## config.mk

```make
export PLATFORM = sky130hd
export DESIGN_NAME = bamf_run_monitor
export DESIGN_NICKNAME = d
export VERILOG_FILES = /design/src/rtl/bamf_run_monitor.sv
export SDC_FILE = /design/constraint.sdc
export NUM_CORES = 1
export LEC_CHECK = 0
export ABC_AREA = 0
export CORE_AREA = 8 8 120 149
export CTS_BUF_LIST = sky130_fd_sc_hd__clkbuf_4
export CTS_CLUSTER_DIAMETER = 100
export CTS_CLUSTER_SIZE = 16
export DETAILED_ROUTE_END_ITERATION = 10
export DIE_AREA = 0 0 128 157
export GPL_ROUTABILITY_DRIVEN = 0
export PLACE_DENSITY_LB_ADDON = 0.2
export SYNTH_ARGS = -nofsm -noshare
export SYNTH_HDL_FRONTEND = slang
export SYNTH_SLANG_ARGS = --single-unit
```

## constraint.sdc

```tcl
create_clock -name clk -period 9.6 [get_ports clk]
set_clock_uncertainty 0.05 [all_clocks]
set_input_delay 1.92 -clock clk [delete_from_list [all_inputs] [get_ports clk]]
set_output_delay 1.92 -clock clk [all_outputs]
set_load 0.02 [all_outputs]
```

## src/rtl/bamf_run_monitor.sv

```systemverilog
// ---------------------------------------------------------------------------
// bamf_run_monitor
//
// Run controller and cycle counter wrapped around the BAMF datapath. Operands
// are queued in a small FIFO. Each one is popped onto the datapath inport.
// The processor is then restarted and released, and the monitor counts clock
// cycles until the datapath reports a write to its outport. The captured
// value, the cycle count and a timeout flag come back through a ready/valid
// result port.
//
// Ports
//   clk            system clock, rising edge
//   reset_n        asynchronous active-low reset
//   op_valid/op_ready/op_data
//                  operand input handshake (op_ready = FIFO not full)
//   cpu_inport     operand presented to the datapath inport
//   cpu_restart    one-cycle pulse that resets datapath PC and state
//   cpu_run        high while the datapath may execute
//   cpu_out_valid  datapath wrote its outport this cycle
//   cpu_outport    datapath outport value
//   res_valid/res_ready
//                  result handshake
//   res_data       captured outport value (0 on timeout)
//   res_cycles     run cycles consumed
//   res_timeout    run ended by the MAX_CYCLES bound
//   busy           not idle, or operands still queued
// ---------------------------------------------------------------------------
module bamf_run_monitor #(
    parameter int DATA_W     = 16,
    parameter int CNT_W      = 32,
    parameter int DEPTH      = 4,
    parameter int MAX_CYCLES = 1000000
) (
    input  logic              clk,
    input  logic              reset_n,
    input  logic              op_valid,
    output logic              op_ready,
    input  logic [DATA_W-1:0] op_data,
    output logic [DATA_W-1:0] cpu_inport,
    output logic              cpu_restart,
    output logic              cpu_run,
    input  logic              cpu_out_valid,
    input  logic [DATA_W-1:0] cpu_outport,
    output logic              res_valid,
    input  logic              res_ready,
    output logic [DATA_W-1:0] res_data,
    output logic [CNT_W-1:0]  res_cycles,
    output logic              res_timeout,
    output logic              busy
);

    localparam int PTR_W = (DEPTH > 1) ? $clog2(DEPTH) : 1;

    localparam logic [PTR_W:0]   DEPTH_CNT = (PTR_W + 1)'(DEPTH);
    localparam logic [CNT_W-1:0] MAX_CNT   = CNT_W'(MAX_CYCLES);

    localparam logic [1:0] IDLE  = 2'd0;
    localparam logic [1:0] START = 2'd1;
    localparam logic [1:0] RUN   = 2'd2;
    localparam logic [1:0] DONE  = 2'd3;

    logic [DATA_W-1:0] fifo_mem [DEPTH];
    logic [PTR_W-1:0]  wr_ptr;
    logic [PTR_W-1:0]  rd_ptr;
    logic [PTR_W:0]    fifo_count;
    logic [1:0]        state;
    logic [CNT_W-1:0]  run_count;
    logic [CNT_W-1:0]  count_next;
    logic              push;
    logic              pop;

    // op_ready comes from the registered count only, so a pop in IDLE does
    // not open a slot for a push in the same cycle.
    assign op_ready   = (fifo_count != DEPTH_CNT);
    assign push       = op_valid && op_ready;
    assign pop        = (state == IDLE) && (fifo_count != '0);
    assign count_next = run_count + CNT_W'(1);

    // Control outputs are decodes of the state register and FIFO count, so
    // none of them has a combinational path from an input.
    assign cpu_restart = (state == START);
    assign cpu_run     = (state == RUN);
    assign res_valid   = (state == DONE);
    assign busy        = (state != IDLE) || (fifo_count != '0);

    // Operand storage: no reset needed, the count decides what is valid.
    always_ff @(posedge clk) begin
        if (push) begin
            fifo_mem[wr_ptr] <= op_data;
        end
    end

    // FIFO pointers and occupancy. DEPTH is a power of two, so the
    // pointers wrap on their own.
    always_ff @(posedge clk or negedge reset_n) begin
        if (!reset_n) begin
            wr_ptr     <= '0;
            rd_ptr     <= '0;
            fifo_count <= '0;
        end else begin
            if (push) begin
                wr_ptr <= wr_ptr + PTR_W'(1);
            end
            if (pop) begin
                rd_ptr <= rd_ptr + PTR_W'(1);
            end
            case ({push, pop})
                2'b10:   fifo_count <= fifo_count + (PTR_W + 1)'(1);
                2'b01:   fifo_count <= fifo_count - (PTR_W + 1)'(1);
                default: fifo_count <= fifo_count;
            endcase
        end
    end

    // Run sequencer. IDLE pops an operand, START restarts the datapath and
    // clears the counter, and RUN counts until an outport write or the cycle
    // bound. DONE holds the result until the consumer takes it. A valid
    // outport write in the bounding cycle takes priority over the timeout.
    always_ff @(posedge clk or negedge reset_n) begin
        if (!reset_n) begin
            state       <= IDLE;
            run_count   <= '0;
            cpu_inport  <= '0;
            res_data    <= '0;
            res_cycles  <= '0;
            res_timeout <= 1'b0;
        end else begin
            case (state)
                IDLE: begin
                    if (pop) begin
                        cpu_inport <= fifo_mem[rd_ptr];
                        state      <= START;
                    end
                end
                START: begin
                    run_count <= '0;
                    state     <= RUN;
                end
                RUN: begin
                    run_count <= count_next;
                    if (cpu_out_valid) begin
                        res_data    <= cpu_outport;
                        res_cycles  <= count_next;
                        res_timeout <= 1'b0;
                        state       <= DONE;
                    end else if (count_next == MAX_CNT) begin
                        res_data    <= '0;
                        res_cycles  <= MAX_CNT;
                        res_timeout <= 1'b1;
                        state       <= DONE;
                    end
                end
                DONE: begin
                    if (res_ready) begin
                        state <= IDLE;
                    end
                end
                default: state <= IDLE;
            endcase
        end
    end

endmodule

```

**After elaboration in Yosys (flattened, before gate mapping)**

Memories as Yosys holds them, arrays and structs flattened. A register that Yosys moved wholly into a read port is not among the register bits.
Index checks and enable logic that the tools add are counted.

- Register bits: 90
- Latch bits: 0
- Bits in writable memories: 64
- Memory bits (read-only): 0
- Input bits: 37
- Output and inout port bits: 70
- Logic and storage cells: 52
- Memories: 1

- Add/subtract/negate cells: 5
- Multiply operators: 0
- Div/mod/pow operators: 0
- $lt $le $gt $ge: 0
- Eq/ne operators: 10
- Shifts and indexed selects: 0
- Muxes and demuxes: 15
- Bitwise gates (word level): 0
- Reductions and logical operators: 13

Memories:

| memory | depth | bits a word | read ports | clocked after memory_dff | wr ports | line | text |
|---|---|---|---|---|---|---|---|
| fifo_mem | 4 | 16 | 1 | 1 | 1 | 62 | `logic [DATA_W-1:0] fifo_mem [DEPTH];` |

Operator list:

| kind | number |
|---|---|
| 32-bit two-way mux | 2 |
| 32-bit case mux with 2 select lines | 1 |
| 32-bit by 1-bit adder with 32-bit output (second input constant) | 1 |
| 32-bit by 20-bit equality test with 1-bit output (second input constant) | 1 |
| 16-bit two-way mux | 2 |
| 2-bit two-way mux | 4 |
| 2-bit case mux with 4 select lines | 1 |
| 2-bit nonzero test | 4 |
| 2-bit equality test (second input constant) | 3 |
| 3-bit case mux with 2 select lines | 1 |
| 2-bit by 1-bit adder with 2-bit output (second input constant) | 2 |
| 2-bit by 1-bit equality test with 1-bit output (second input constant) | 2 |
| 1-bit two-way mux | 4 |
| 2-bit AND reduction | 2 |
| 3-bit by 1-bit adder with 3-bit output (second input constant) | 1 |
| 3-bit by 1-bit inequality test with 1-bit output (second input constant) | 1 |
| 3-bit inequality test (second input constant) | 1 |
| 3-bit AND reduction | 1 |
| 3-bit nonzero test | 1 |
| 3-bit by 1-bit subtractor with 3-bit output (second input constant) | 1 |
| 1-bit logical AND | 2 |
| 2-bit zero test | 1 |
| 2-bit by 1-bit inequality test with 1-bit output (second input constant) | 1 |
| 2-bit inequality test (second input constant) | 1 |
| other kinds (2) | 2 |

**Longest topological paths before layout**

Gate-level depths: netlist of run 1.

- Word-level depth: 5
- Mapped depth: 11

**Least setup slack after synthesis of run 1**

Ideal clock, no wire load.

- Path type: input -> register
- From: input op_valid
- To: register fifo_count[2]
- Library setup time: 0.079 ns
- Arrival time: 3.093 ns
- Required time: 9.471 ns
- Slack: 6.378 ns
- Stages on the path: 8
- Cells stage by stage: and2_1 inv_1 ha_1 inv_1 fa_1 xor2_1 nor2_1 xor2_1

- Cells in the longest elaborated chain, start to end: 3

RTL lines:

| element | line | text |
|---|---|---|
| start, declared | 36 | `input logic op_valid,` |
| 1-bit logical AND * | 75 | `assign push = op_valid && op_ready;` |
| 2-bit by 1-bit equality test with 1-bit output or 2-bit equality test (tied branches) | 107 | `case ({push, pop})` |
| 3-bit case mux with 2 select lines or 2-bit nonzero test (tied branches) | -- |  |
| end signal, assigned | 108 | `2'b10: fifo_count <= fifo_count + (PTR_W + 1)'(1);` |
| end signal, assigned | 109 | `2'b01: fifo_count <= fifo_count - (PTR_W + 1)'(1);` |
| end signal, assigned | 110 | `default: fifo_count <= fifo_count;` |
| end, declared | 65 | `logic [PTR_W:0] fifo_count;` |

Every way passes the cells marked *; elsewhere a longest branch is shown, timed or not.
A chain may end at the register's enable or synchronous reset.

**Final worst setup path of run 1**

- From: register run_count[1]
- To: register state[1]

- Cells in the longest elaborated chain, start to end: 4

RTL lines:

| element | line | text |
|---|---|---|
| start, declared | 67 | `logic [CNT_W-1:0] run_count;` |
| start signal, assigned | 140 | `run_count <= count_next;` |
| 32-bit by 1-bit adder with 32-bit output | 77 | `assign count_next = run_count + CNT_W'(1);` |
| 32-bit by 20-bit equality test with 1-bit output | 146 | `end else if (count_next == MAX_CNT) begin` |
| 3-bit by 1-bit inequality test with 1-bit output (no line) | -- |  |
| 3-bit AND reduction (no line) | -- |  |
| end signal, assigned | 145 | `state <= DONE;` |
| end signal, assigned | 150 | `state <= DONE;` |
| end signal, assigned | 155 | `state <= IDLE;` |
| end, declared | 66 | `logic [1:0] state;` |

Every way passes these cells.

==> run summary, run 1 <==
Final Util - 63.4%
First-pass GRT wire length - 33.8 mm
PortBufs - 106
Final Setup Violations - 0
Area occupied by multi-input gates - 3440 sq um
Synth cell types - 65
Area grow syn2layout - 17.0%
DIE AREA - 20100 sq um
Final Hold Viols - 0
Yosys top cell area share - 31.7%
Worst hold-check path type - register to register
Core area - 15400 sq um
Filler cell count - 1260
Cell Count Post-Placement - 976
Initial DRC count - 559
CTS Buf Count - 17
Final WL - 20.9 mm
Pins Over Slew Limit - 0
Initial antenna violation count - 1
DPL Wire Length - 14.6 mm
Worst-Margin Slew - 1.11 ns
Clock root cell - clkbuf_4
Crit path max-delay family - simple AND/OR/NAND/NOR gates
Total power - 2.48 mW
RSZ-0062 raised after global routing - false
CP arrival - 4.58 ns
Post-Layout Cell Count - 1009
Mapped Area - 8370 sq um
Routed Antenna Nets - 0
Worst-Skew Late Latency - 0.56 ns
Routing usage on met1 - 24.0%
Async S/R FF share, synth - 62.4%
Starting Density - 54.2%
Resize count post-CTS - 0
DRT Pass-1 Iters - 5
Main synth FF type - dfrtp_1
Number of global-route vias before repair - 6513
Syn Nets - 748
Worst setup margin - 5.44 ns
Crit path cell chain - ha_1, and3_1, nand4_1, or4_1, xnor2_1, a2111oi_4, nand4_4, and2_1, o311ai_2
CP max-delay cell - or4_1
Width of the die - 128 um
Met3 usage - 4.84%
Critical path class - register to register
Mapped Avg Cell Area - 12.0 sq um
Crit start category - register
Slew headroom - 25.9%
CTS Buffer Depth - 2
WHS - 0.464 ns
DP Area - 9500 sq um
I/O pins - 107
Pin count of the biggest net entering global routing - 68
Pleak - 3.59 nW
Worst-path maximum fanout - 44
Tmin final - 4.16 ns
Post-CTS setup buffer count - 0
DR WL/cell - 20.7 um
Post-CTS Hold Fix Bufs - 0
Met2 Use GR - 37.2%
Fin Setup TNS - 0 ns
Layout cells sized above 1 - 10.7%
Crit end category - register
Seq. cell area - 4570 sq um
# rows - 51
GRT Resource Usage Total - 21.5%
Register area share after synthesis - 54.7%
Area contributors post-synth - dfrtp_1 32%, edfxtp_1 23%, mux4_2 4.3%, a31o_1 3.6%, a22o_1 2.9%
Die Y - 157 um
Placement Setup Slack - 5.13 ns
Syn Inst Count - 698
Maxcap violations - 0
CTS H-Tree Depth - 4
Clock Sinks - 170
Vias per cell - 6.20
Cell area after layout - 9790 sq um
WP buf/inv - 0
Max Fclk - 241 MHz
VDD IR-drop max - 206 uV
Number of synthesis warnings - 0
Nets - 833
Number of synthesized flops with an enable pin - 64
Cell taking the most area after synthesis - dfrtp_1
Synthesized flop and latch total - 170
Via count - 6259
Overflow after GRT - 0
Crit-path max cell delay - 0.63 ns
CTS tree - done
Status - finished, final reports clean
Tcrit/Tclk final - 43.3%
Data required, critical path - 10.02 ns
Power Dens Cells - 254 nW/um^2
Global route hottest layer - met2
Residual DRC - 0
Reg clk slew, reported paths - 0.16 ns
[cell usage in the layout, fill, tap and decap left out, types with 3 or more instances in the layout]
master	instances
xor2_1	4
mux4_2	16
a31oi_1	3
and2_1	9
clkbuf_4	18
o211ai_1	3
mux2_2	17
o2bb2ai_1	19
nor4_1	10
nand3_1	21
inv_1	31
clkdlybuf4s50_1	105
a22oi_1	4
ha_1	12
or3_1	4
nand2_1	36
a21oi_1	26
or4_1	5
edfxtp_1	64
nand2b_1	6
a31o_1	34
and3_1	8
a22o_1	28
inv_6	8
o21ai_0	31
xnor2_1	23
and4_1	10
o22ai_1	15
nor2_1	23
nand4_1	20
mux2i_1	5
nor3_1	22
buf_4	7
dfrtp_1	106
[cell families (layout without fill, tap and decap cells)]
group / after synthesis / count (layout) / synth area share, %
flip-flops: 170 / 170 / 54.7
other: 0 / 1 / 0
AO/OA/AOI/OAI: 183 / 183 / 16.3
buffers and inverters: 79 / 177 / 4.29
XOR/XNOR: 27 / 27 / 2.83
AND/OR/NAND/NOR: 188 / 188 / 12.7
multiplexers: 38 / 38 / 7.19
adder cells (fa/ha/maj): 13 / 13 / 2.03
[final timing paths]
kind                            cells past startpoint              to          start  slack [ns]
worst min register to register                      1   fifo_count[2]  fifo_count[2]        0.46
worst max-delay path                                9        state[1]   run_count[1]        5.44
worst max register to register                      9        state[1]   run_count[1]        5.44
max in group asynchronous                           2  res_cycles[10]        reset_n        6.95
min in group asynchronous                           1   run_count[27]        reset_n        1.27
worst min-delay path                                1   fifo_count[2]  fifo_count[2]        0.46
[worst reg2reg max path, cell delays in order (launching register included)]
cell and delay [ns]:
dfrtp_1 0.54, ha_1 0.32, and3_1 0.33, nand4_1 0.23, or4_1 0.63, xnor2_1 0.27
a2111oi_4 0.44, nand4_4 0.62, and2_1 0.41, o311ai_2 0.22
[power breakdown]
| part | internal [mW] | switching [mW] | leakage (nW) |
|---|---|---|---|
| logic | 0.459 | 0.538 | 1.50 |
| clock network | 0.143 | 0.277 | 0.154 |
| registers | 0.927 | 0.140 | 1.93 |
[cells in the mapped netlist, drive strengths merged, types with 4 or more instances]
master	instances
a21oi	26
a22o	28
a22oi	4
a31o	34
and2	9
and3	8
and4	10
buf	20
clkbuf	26
dfrtp	106
edfxtp	64
ha	12
inv	33
mux2	17
mux2i	5
mux4	16
nand2	37
nand2b	6
nand3	22
nand4	22
nor2	24
nor3	24
nor4	11
o21ai	32
o22ai	15
o2bb2ai	19
or3	4
or4	5
xnor2	23
xor2	4
[sequential cells by signal (all words and copies together) (netlist names)]
| signal | flops |
|---|---|
| run_count | 32 |
| res_cycles | 32 |
| wr_ptr | 2 |
| fifo_count | 3 |
| fifo_mem | 64 |
| rd_ptr | 2 |
| res_timeout | 1 |
| cpu_inport | 16 |
| state | 2 |
| res_data | 16 |
[layout make-up]
class / count / area share [%]
Tap cell: 212 / 2.71
Timing Repair Buffer: 112 / 11.3
Clock buffer: 18 / 1.38
Clock inverter: 14 / 1.53
Sequential cell: 170 / 46.7
Antenna cell: 1 / 0.0256
Multi-Input combinational cell: 449 / 35.1
Inverter: 33 / 1.27
[routing by layer]
| metal | vias to the layer above | routed length [um] |
|---|---|---|
| met4 | 0 | 895 |
| met1 | 3115 | 7840 |
| met5 | - | 0 |
| met2 | 223 | 11000 |
| met3 | 64 | 1200 |
| li1 | 2857 | - |
(Power assumes the default switching activity.)
==> inputs of run 2 (changes only) <==
Clock period 9.6 ns to 4 ns, I/O delays scaled along.
==> run 2 against run 1 <==
Flip-flop and latch count did not move. Routed wire length grew 1.2%. Maximum frequency rose by 10%. Sequential power grew 130%. First-iteration DRC count down 21%. Critical path depth stayed put. Combinational power is 150% higher. Clock power up 120%. Setup slack lost 5.2 ns. Via count grew 0.86%.
==> run summary, run 2 (synthesized netlist as in run 1, its figures left out) <==
Final Setup Violations - 0 (unchanged)
Layout cells sized above 1 - 11.7% (+1.0 points)
Reg with most FFs - fifo_mem
Final WL - 21.2 mm (+1.2%)
Max Fclk - 265 MHz (+10%)
Clock Sinks - 170 (unchanged)
Final Hold Viols - 0 (unchanged)
Worst-Skew Late Latency - 0.56 ns (about the same)
Initial antenna violation count - 1 (unchanged)
Tmin final - 3.78 ns (-0.378 ns)
Most common cell after layout, fill and taps aside - dfrtp_1
Seq. cell area - 4570 sq um (unchanged)
Worst hold-check path type - primary input to asynchronous set/reset pin
CTS Buf Count - 17 (unchanged)
Filler cell count - 1254 (-0.48%)
CTS Buffer Depth - 2 (unchanged)
DR WL/cell - 20.8 um (+0.33%)
Data required, critical path - 4.40 ns (-5.62 ns)
First-pass GRT wire length - 33.9 mm (+0.35%)
Maxcap violations - 0 (unchanged)
Vias per cell - 6.20 (about the same)
Status - finished, final reports clean
PortBufs - 106 (unchanged)
# rows - 51 (unchanged)
CTS H-Tree Depth - 4 (unchanged)
Overflow after GRT - 0 (unchanged)
Total power - 5.90 mW (+140%)
RSZ-0062 raised after global routing - false
I/O pins - 107 (unchanged)
Area grow syn2layout - 17.6%
Pleak - 3.62 nW (+1.0%)
CP arrival - 4.18 ns (-0.40 ns)
Routed Antenna Nets - 0 (unchanged)
Tcrit/Tclk final - 94.5% (+51 points)
Clock root cell - clkbuf_4
Post-CTS Hold Fix Bufs - 0 (unchanged)
Critical path class - register to register
Residual DRC - 0 (unchanged)
Crit start category - register
Post-CTS setup buffer count - 0 (unchanged)
DRT Pass-1 Iters - 8 (+3)
Leading registers by flop count - fifo_mem: 64 flops, res_cycles: 32 flops, run_count: 32 flops
Starting Density - 54.2% (unchanged)
DPL Wire Length - 15.0 mm (+2.1%)
CTS tree - done
Initial DRC count - 443 (-21%)
Crit end category - register
Largest register FFs - 64 (unchanged)
Slew headroom - 30.7% (+4.8 points)
Worst-path maximum fanout - 28 (-36%)
WHS - 0.185 ns (-0.279 ns)
GRT Resource Usage Total - 21.6% (+0.16 points)
DIE AREA - 20100 sq um (unchanged)
Area occupied by multi-input gates - 3440 sq um (unchanged)
Reg clk slew, reported paths - 0.14 ns (-0.02 ns)
Pins Over Slew Limit - 0 (unchanged)
Width of the die - 128 um (unchanged)
Nets - 842 (+1.1%)
Power Dens Cells - 599 nW/um^2 (+140%)
VDD IR-drop max - 437 uV (+110%)
Fin Setup TNS - 0 ns (unchanged)
Die Y - 157 um (unchanged)
Via count - 6313 (+0.86%)
Core area - 15400 sq um (unchanged)
Number of global-route vias before repair - 6340 (-2.7%)
Worst-Margin Slew - 1.04 ns (-0.0733 ns)
Commonest non-fill, non-tap cells in the layout - 106 x dfrtp_1, 105 x clkdlybuf4s50_1, 64 x edfxtp_1
Pin count of the biggest net entering global routing - 63 (-7.4%)
Resize count post-CTS - 0 (unchanged)
## run 2: path summary, 6_finish.rpt
check	startpoint	end	slack, ns	depth (start not counted)
max	run_count[0]	res_cycles[30]	0.22	9
min	reset_n	run_count[19]	0.19	1
max reg2reg	run_count[0]	res_cycles[30]	0.22	9
min reg2reg	cpu_inport[3]	cpu_inport[3]	0.47	1
max in group asynchronous	reset_n	cpu_inport[0]	2.96	2
min in group clk	cpu_inport[3]	cpu_inport[3]	0.47	1
## run 2: worst max-delay path, stage by stage, from the launching register on
cell and delay (ns):
dfrtp_1 0.53, ha_1 0.30, and3_1 0.31, nand4_1 0.21, or4_1 0.62, xnor2_1 0.21
a2111oi_4 0.39, nand4_4 0.42, buf_4 0.37, a31o_1 0.24
## run 2: power by group
| group | leakage, nW | switching (mW) | internal, mW |
|---|---|---|---|
| registers | 1.93 | 0.286 | 2.23 |
| clock network | 0.143 | 0.635 | 0.277 |
| logic | 1.55 | 1.36 | 1.11 |
## run 2: cell type report
type / instances / area share (%)
sequential: 170 / 46.5
antenna: 1 / 0.0254
timing repair buffer: 121 / 12.0
tap: 212 / 2.70
clock buffer: 19 / 1.45
multi-input combinational: 449 / 34.9
inverter: 33 / 1.26
clock inverter: 13 / 1.09
## run 2: per-layer routing
metal | part of all wire, % | up-vias | routed length, um | track usage (%)
met5 | 0 | - | 0 | 0
met4 | 3.5 | 0 | 732 | 9.82
met3 | 6.0 | 58 | 1280 | 5.86
met2 | 52 | 225 | 11100 | 37.5
met1 | 38 | 3158 | 8110 | 24.4
li1 | - | 2872 | - | -
## run 2: per-stage QoR
stage | setup slack, ns | utilization, % | area (sq um) | instances
6_report | 0.222 | 63.7 | 9840 | 1018
3_5_place_dp | 0.229 | 62.1 | 9580 | 985
5_1_grt | 0.0252 | 63.7 | 9840 | 1018
4_1_cts | 0.226 | 63.7 | 9830 | 1017
2_1_floorplan | 0.902 | - | 8370 | 698
3_3_place_gp | 0.383 | 62.1 | 9580 | 985
